`config.mk`:
```
export PLATFORM = sky130hd
export DESIGN_NAME = mips_sequencer
export DESIGN_NICKNAME = d
export VERILOG_FILES = /design/src/rtl/mips_sequencer.sv
export SDC_FILE = /design/constraint.sdc
export NUM_CORES = 1
export LEC_CHECK = 0
export CORE_ASPECT_RATIO = 1.2
export CORE_UTILIZATION = 42
export CTS_BUF_LIST = sky130_fd_sc_hd__clkbuf_2
export CTS_CLUSTER_DIAMETER = 200
export DETAILED_ROUTE_END_ITERATION = 12
export DONT_BUFFER_PORTS = 1
export HOLD_SLACK_MARGIN = 0.06
export PLACE_DENSITY_LB_ADDON = 0.15
export REMOVE_ABC_BUFFERS = 1
export SLEW_MARGIN = 25
export SYNTH_ARGS = -nofsm -noshare
export SYNTH_HDL_FRONTEND = slang
export SYNTH_SLANG_ARGS = --single-unit
```
`constraint.sdc`:
```
create_clock -name clk -period 3.6 [get_ports clk]
set_input_delay 0.36 -clock clk [delete_from_list [all_inputs] [get_ports clk]]
set_output_delay 0.36 -clock clk [all_outputs]
set_load 0.01 [all_outputs]
```
`src/rtl/mips_sequencer.sv`:
```
// Multi-cycle control sequencer for the Mini-MIPS core: walks each instruction
// through FETCH/DECODE/EXECUTE/MEM/WB and owns run/halt, memory timeout and retire count.
module mips_sequencer #(
    parameter int WAIT_LIMIT = 15,
    parameter int CNT_W      = 32
) (
    input  logic             clk,
    input  logic             rst_n,
    input  logic             start,
    input  logic             halt_req,
    output logic             imem_req,
    input  logic             imem_ack,
    output logic             ir_load,
    output logic             dmem_req,
    output logic             dmem_we,
    input  logic             dmem_ack,
    input  logic             dec_load,
    input  logic             dec_store,
    input  logic             dec_write_to_register,
    output logic             pc_write,
    output logic             rf_we,
    output logic [2:0]       state,
    output logic             busy,
    output logic             error,
    output logic [CNT_W-1:0] instr_count
);

    typedef enum logic [2:0] {
        S_IDLE    = 3'd0,
        S_FETCH   = 3'd1,
        S_DECODE  = 3'd2,
        S_EXECUTE = 3'd3,
        S_MEM     = 3'd4,
        S_WB      = 3'd5,
        S_HALT    = 3'd6,
        S_ERROR   = 3'd7
    } state_t;

    localparam int WW = (WAIT_LIMIT < 2) ? 1 : $clog2(WAIT_LIMIT + 1);
    localparam logic [WW-1:0] LIMIT = WW'(WAIT_LIMIT);

    state_t          cur_state;
    state_t          nxt_state;
    logic [WW-1:0]   wait_cnt;
    logic            halt_pending;
    logic            retire;
    logic            timeout;

    // Memory handshake: a request is held high from its first cycle until the
    // cycle its ack is sampled high; the access completes in that ack cycle.
    // Acks seen in any other state are ignored.
    always_comb begin
        nxt_state = cur_state;
        retire    = 1'b0;
        timeout   = (WAIT_LIMIT != 0) && (wait_cnt == LIMIT);
        case (cur_state)
            S_IDLE:    if (start) nxt_state = S_FETCH;
            S_FETCH: begin
                if (imem_ack)     nxt_state = S_DECODE;
                else if (timeout) nxt_state = S_ERROR;
            end
            S_DECODE:  nxt_state = S_EXECUTE;
            S_EXECUTE: begin
                if (dec_load || dec_store)      nxt_state = S_MEM;
                else if (dec_write_to_register) nxt_state = S_WB;
                else                            retire    = 1'b1;
            end
            S_MEM: begin
                // Load and store together is treated as a store.
                if (dmem_ack) begin
                    if (dec_store) retire    = 1'b1;
                    else           nxt_state = S_WB;
                end else if (timeout) begin
                    nxt_state = S_ERROR;
                end
            end
            S_WB:      retire = 1'b1;
            S_HALT:    if (start) nxt_state = S_FETCH;
            S_ERROR:   nxt_state = S_ERROR;
            default:   nxt_state = S_IDLE;
        endcase
        // A halt_req landing in the retire cycle itself still stops here.
        if (retire) nxt_state = (halt_pending || halt_req) ? S_HALT : S_FETCH;
    end

    always_ff @(posedge clk or negedge rst_n) begin
        if (!rst_n) begin
            cur_state    <= S_IDLE;
            wait_cnt     <= '0;
            halt_pending <= 1'b0;
            instr_count  <= '0;
        end else begin
            cur_state <= nxt_state;

            if ((nxt_state == S_FETCH && cur_state != S_FETCH) ||
                (nxt_state == S_MEM   && cur_state != S_MEM))
                wait_cnt <= '0;
            else if ((cur_state == S_FETCH && !imem_ack) ||
                     (cur_state == S_MEM   && !dmem_ack))
                wait_cnt <= wait_cnt + 1'b1;

            if (nxt_state == S_HALT)
                halt_pending <= 1'b0;
            else if (cur_state == S_HALT && start)
                halt_pending <= 1'b0;
            else if (busy && halt_req)
                halt_pending <= 1'b1;

            if (retire) instr_count <= instr_count + 1'b1;
        end
    end

    assign state    = cur_state;
    assign imem_req = (cur_state == S_FETCH);
    assign ir_load  = (cur_state == S_FETCH) && imem_ack;
    assign dmem_req = (cur_state == S_MEM);
    assign dmem_we  = (cur_state == S_MEM) && dec_store;
    assign rf_we    = (cur_state == S_WB);
    assign pc_write = retire;
    assign busy     = (cur_state >= S_FETCH) && (cur_state <= S_WB);
    assign error    = (cur_state == S_ERROR);

endmodule

```
==> results of run 1 <==
logic make-up (layout without fill, tap and decap cells):
logic type | Yosys count | in the layout | synth area share, %
xor gates and xnor gates | 34 | 34 | 14.5
buffers and inverters | 12 | 15 | 3.16
DFF | 40 | 40 | 48.6
AOI/OAI and AO/OA | 26 | 26 | 8.75
and+or+nand+nor | 84 | 84 | 22.8
adders and majority gates | 2 | 2 | 1.21
muxes | 2 | 2 | 0.972
placed cells by master, fill, tap and decap left out, types with 2 or more instances in the layout:
master and instances:
nand2b_1 3, nand4_1 13, ha_1 2, a31oi_1 2
and3_1 7, nand3_1 11, nor2_1 17, a21o_1 2
a21oi_1 10, and4_1 2, nor3_1 3, or3b_2 2
dfrtp_1 40, and2_1 3, xor2_1 5, xnor2_1 29
mux2i_1 2, o21ai_0 2, clkbuf_2 5, nand2_1 16
inv_1 6, a211oi_1 2, nor4_4 2
per-stage QoR:
stage,setup slack (ps),utilization (%)
after global placement,886,44.8
after global routing,426,46.3
after CTS,702,46.3
final,683,46.3
after detailed placement,733,44.8
after floorplan,1200,-
per-layer routing:
layer | up-vias | wire, um | share of wire, %
li1 | 712 | - | -
met1 | 716 | 1740 | 42
met2 | 59 | 2070 | 50
met3 | 6 | 281 | 6.8
met4 | 0 | 57 | 1.4
met5 | - | 0 | 0
area by class of cell:
class | instances | area share, %
flip-flops and latches | 40 | 46.4
multi-input cells | 148 | 46.1
well taps | 58 | 3.36
repair buffers | 2 | 1.39
clock buffers | 5 | 1.16
inverters | 6 | 1.04
clock inverters | 2 | 0.580
cell usage after synthesis, types with 2 or more instances:
master / count
a21o_1: 2
buf_6: 2
a31oi_1: 2
ha_1: 2
clkbuf_1: 2
o21ai_0: 2
xnor2_1: 29
dfrtp_1: 40
nand4_1: 13
nand2_1: 16
a21oi_1: 10
and3_1: 7
and4_1: 2
nand3_1: 11
and2_1: 3
mux2i_1: 2
nor3_1: 3
a211oi_1: 2
nor2_1: 17
nor4_4: 2
inv_1: 6
or3b_2: 2
nand2b_1: 3
xor2_1: 5
critical path: stages, from the launching register on:
cell	delay (ps)
dfrtp_1	690
nand2b_1	240
o22a_1	460
inv_1	350
a2111oi_2	500
mux2i_1	440
a21oi_1	130
where the power goes:
part           internal [W]  switching (W)
clock             0.0000429       0.000147
combinational      0.000188       0.000277
sequential         0.000515       0.000153
path summary, 6_finish.rpt:
path,from,to,slack (ps),depth (start not counted)
setup / recovery,state[1],wait_cnt[1],680,6
hold / removal,halt_req,state[0],240,3
setup reg to reg,state[1],wait_cnt[1],680,6
hold reg to reg,instr_count[31],instr_count[31],550,1
max in group asynchronous,rst_n,instr_count[6],2980,2
min in group asynchronous,rst_n,instr_count[17],390,2
flip-flops by register name, summed over array words and instances (netlist names):
register      cells
halt_pending      1
instr_count      32
state             3
wait_cnt          4
timing repair:
| action | CTS | global route |
|---|---|---|
| endpoints found under the setup margin | 0 | 0 |
| hold buffers | 2 | 0 |
| hold endpoints to repair | 40 | 0 |
==> flow_metrics.tcl, run 1 <==
set metrics [dict create \
    result_of_the_run "complete, no violations" \
    number_of_enable_type_register_cells_in_the_synthesized_netlist 0 \
    number_of_cells_in_the_design_after_placement 252 \
    finalClockSkew_ps 38.7 \
    fin_area_mm2 0.00216 \
    yosysTopAreaCell "dfrtp_1" \
    final.setup.tns_ps 0 \
    core.rowCount 27 \
    netlist.area_leader.share_pct 48.6 \
    horizontal_die_dimension_um 65.9 \
    worst_setup_path_end_kind "register" \
    synth_async_sr_flop_share_pct 100 \
    hold_viol 0 \
    grt_max_degree 41 \
    time_the_final_worst_path_needs_with_i_o_delays_and_setup_ps 2920 \
    dr.first_iter.drc_count 66 \
    total_nets_final 214 \
    p_total_w 0.00132 \
    ant_nets 0 \
    routed_wirelength_um 4150 \
    global_route.peak_usage_layer "met2" \
    hold_path_class "primary input to register" \
    clk_root_buffer_cell "clkbuf_2" \
    worst-setup-path-type "register to register" \
    power.ir.vdd_worst_v 0.000317 \
    post_cts_buffers 0 \
    cts.repair.resized 0 \
    insertedDiodeCount 0 \
    htreeDepth 2 \
    grt_antenna_before_repair 0 \
    share_of_layout_cells_above_drive_strength_1_pct 7.88 \
    clock_sink_count 40 \
    routabilityCongestion 0.820 \
    area.sequential_mm2 0.00100 \
    gr-usage-met1_pct 19.0 \
    final-max-slew-violation-count 0 \
    detail_route.vias_per_cell 5.72 \
    floorplan.initialDensity_pct 44.2 \
    vias 1493 \
    y_dimension_of_the_die_um 78.7 \
    grt_overflow_total 0 \
    avgRoutedWirePerCell_um 15.9 \
    design.die.area_mm2 0.00519 \
    pwr_cell_area_mw_per_mm2 613 \
    dpl_cell_area_mm2 0.00209 \
    groute.usage.overall_pct 16.8 \
    worstPathRequired_ps 3900 \
    critPathArrivalTime_ps 3220 \
    grt_first_pass_wirelength_um 6690 \
    cts_tree "built" \
    max-cap-violations 0 \
    synth_warnings 0 \
    multi_input_area_um2 993 \
    critPathMaxFanout 15 \
    first_global_vias 1429 \
    clock_latency_ps 400 \
    post_layout_nonfiller_instances 261 \
    globalRouteMet3Util_pct 6.03 \
    synthTopCellsByArea "dfrtp_1 (49%), xnor2_1 (12%), nand4_1 (3.9%)" \
    max_clock_freq_ghz 0.343 \
    fin_worst_hold_slack_ps 238 \
    drt_pass1_iterations 4 \
    post_route_drc_violation_count 0 \
    slew_headroom_pct 60.2 \
    hpwl_um 2950 \
    cts.path.max_buffers 2 \
    core_area_mm2 0.00466 \
    clkSlewWorstSetupHoldPaths_ps 220 \
    crit_path_start_kind "register" \
    post-route-period-util_pct 81.0 \
    worst-slew-pin-transition_ps 596 \
    synth.yosys.seq_area_share_pct 48.6 \
    postSynth.topFlopCell "dfrtp_1" \
    port_buffers 0 \
    layout-area-overhead-vs-synth_pct 4.74 \
    synth_cell_types 39 \
    cts-buffers-inserted 5 \
    nFillCells 440 \
    grt_setup_unrepaired "false" \
    synthesized_cell_area_mm2 0.00206 \
    post_synth.cell_area_avg_um2 10.3 \
    timing.final.setup_violations 0 \
    boundaryPins 52 \
    cellLeakagePower_nw 0.951 \
    postSynthRegisterBits 40 \
    grt_use_met2_pct 27.9 \
    synthCells 200 \
]
(Power assumes the default switching activity.)
==> run 2: changes to the inputs <==
- clock period: 3.6 -> 2.7 ns (I/O delays scaled with it)
==> run 2 against run 1 <==
Compared with the run above:
- hold slack got worse by 120 ps
- via count rose by 2.2%
- first-iteration DRC count fell by 6.1%
- flip-flop and latch count did not move
- final cell count rose by 1.5%
- routed wire length rose by 0.67%
- sequential share of layout area fell by 0.51 points
==> flow_metrics.tcl, run 2 (synthesis gave the netlist of run 1 again) <==
set metrics [dict create \
    time_the_final_worst_path_needs_with_i_o_delays_and_setup_ps 2310 \
    cts.repair.resized 0 \
    drt_pass1_iterations 4 \
    post-route-period-util_pct 85.6 \
    max-cap-violations 0 \
    mostFrequentLayoutCell "dfrtp_1" \
    grt_first_pass_wirelength_um 7040 \
    routed_wirelength_um 4180 \
    nFillCells 458 \
    path_delay_family "compound AO/OA/AOI/OAI gates" \
    wirelength_met1_um 1750 \
    cellLeakagePower_nw 0.971 \
    grt_max_degree 41 \
    detail_route.vias_per_cell 5.76 \
    largest_reg_flops 32 \
    grt_antenna_before_repair 0 \
    top_layer_used "met4" \
    htreeDepth 2 \
    dr.first_iter.drc_count 62 \
    horizontal_die_dimension_um 65.9 \
    hpwl_um 3020 \
    core_area_mm2 0.00466 \
    pwr-share-comb_pct 36.8 \
    finalClockSkew_ps 10.4 \
    final.setup.tns_ps 0 \
    cts-buffers-inserted 5 \
    internal-power_w 0.00102 \
    clock_sink_count 40 \
    timing.hold.worst_path_depth 3 \
    critical_path_buf_inv_count 0 \
    max_stage_delay_ps 620 \
    power.ir.vdd_worst_v 0.000568 \
    share_of_layout_cells_above_drive_strength_1_pct 9.18 \
    min_from "halt_req" \
    timing.final.setup_violations 0 \
    core.rowCount 27 \
    rr_endpoint "wait_cnt[1]" \
    share_clk_of_total_power_pct 14.2 \
    slew_headroom_pct 53.0 \
    boundaryPins 52 \
    clk_root_buffer_cell "clkbuf_2" \
    worstPathRequired_ps 2990 \
    total_nets_final 217 \
    netSwitchingPower_w 0.000773 \
    max_clock_freq_ghz 0.432 \
    groute.usage.overall_pct 17.6 \
    critPathArrivalTime_ps 2600 \
    grt_overflow_total 0 \
    worst-slew-pin-transition_ps 688 \
    postLayoutSetupSlackWorst_ps 388 \
    crit_path_start_kind "register" \
    registers.top_by_ff_count "instr_count" \
    mostFrequentLayoutCells "dfrtp_1 (40), xnor2_1 (29), nor2_1 (17)" \
    hold_viol 0 \
    hold_path_class "primary input to register" \
    insertedDiodeCount 0 \
    r2r_setup_slack_ps 390 \
    critPathMaxFanout 16 \
    ant_nets 0 \
    design.die.area_mm2 0.00519 \
    clock_latency_ps 390 \
    met2WireLength_um 2110 \
    worstPathCellList "nand2b_1 > o221a_2 > a2111oi_2 > mux2i_1 > a21oi_1" \
    post_route_drc_violation_count 0 \
    cts_tree "built" \
    met3_length_um 259 \
    result_of_the_run "complete, no violations" \
    y_dimension_of_the_die_um 78.7 \
    vias 1526 \
    worst_setup_path_end_kind "register" \
    worst-setup-path-type "register to register" \
    worst_r2r_path_depth 5 \
    rr_startpoint "state[2]" \
    avgRoutedWirePerCell_um 15.8 \
    power_switching_share_pct 43.0 \
    placement.setup.worst_slack_ps 435 \
    worstHoldEndpoint "state[0]" \
    routabilityCongestion 0.781 \
    grt_setup_unrepaired "false" \
    floorplan.initialDensity_pct 44.2 \
    pwr_cell_area_mw_per_mm2 824 \
    clkSlewWorstSetupHoldPaths_ps 200 \
    cts.path.max_buffers 2 \
    share_seq_of_total_power_pct 49.0 \
    first_global_vias 1547 \
    slowest_stage "dfrtp_1" \
    port_buffers 0 \
    final-max-slew-violation-count 0 \
    layout-area-overhead-vs-synth_pct 5.89 \
]
## run 2: what timing repair did
| action | in CTS | in global routing |
|---|---|---|
| hold buffers | 2 | 0 |
| setup buffers | 0 | 0 |
| endpoints found under the hold margin | 40 | 0 |
## run 2: worst min-delay path, delay by kind of cell
family / cells / cell delay (ps)
simple gates: 3 / 230
## run 2: power by group through the flow
stage | Combinational, W | Sequential (W) | Clock, W
2_1_floorplan | 0.000493 | 0.000858 | 0
3_3_place_gp | 0.000637 | 0.000878 | 0
3_5_place_dp | 0.000651 | 0.000887 | 0
4_1_cts | 0.000672 | 0.000875 | 0.000264
5_1_grt | 0.000751 | 0.000898 | 0.000284
6_report | 0.000662 | 0.000880 | 0.000255
## run 2: through the flow
stage / instance area, um2 / std cells / hold slack (ps) / util, % / power, W
after floorplan: 2020 / 194 / -25.6 / - / 0.00135
after global placement: 2110 / 255 / -24.8 / 45.3 / 0.00151
after CTS: 2180 / 265 / 90.9 / 46.8 / 0.00181
final: 2180 / 265 / 118 / 46.8 / 0.00180
after global routing: 2180 / 265 / 113 / 46.8 / 0.00193
after detailed placement: 2110 / 255 / -24.7 / 45.3 / 0.00154
## run 2: worst max-delay path by stage
stage / from / to / cells past startpoint
6_report: state[2] / wait_cnt[1] / 5
5_1_grt: state[2] / wait_cnt[0] / 5
4_1_cts: state[2] / wait_cnt[1] / 5
3_5_place_dp: state[2] / wait_cnt[1] / 5
3_3_place_gp: state[2] / wait_cnt[0] / 5
2_1_floorplan: state[1] / wait_cnt[0] / 6
## run 2: final cells by class
type,count,area (um2),share of cell area (%)
flip-flops and latches,40,1000,45.9
well taps,58,72.6,3.33
clock inverters,3,13.8,0.631
inverters,6,22.5,1.03
multi-input cells,148,993,45.6
clock buffers,5,25.0,1.15
repair buffers,5,52.6,2.41
## run 2: metal layers
| layer | GRT usage [%] | vias to the layer above |
|---|---|---|
| met3 | 6.18 | 6 |
| met1 | 20.3 | 756 |
| met2 | 29.5 | 51 |
| met4 | 6.96 | 0 |
| met5 | 0 | - |
| li1 | - | 713 |
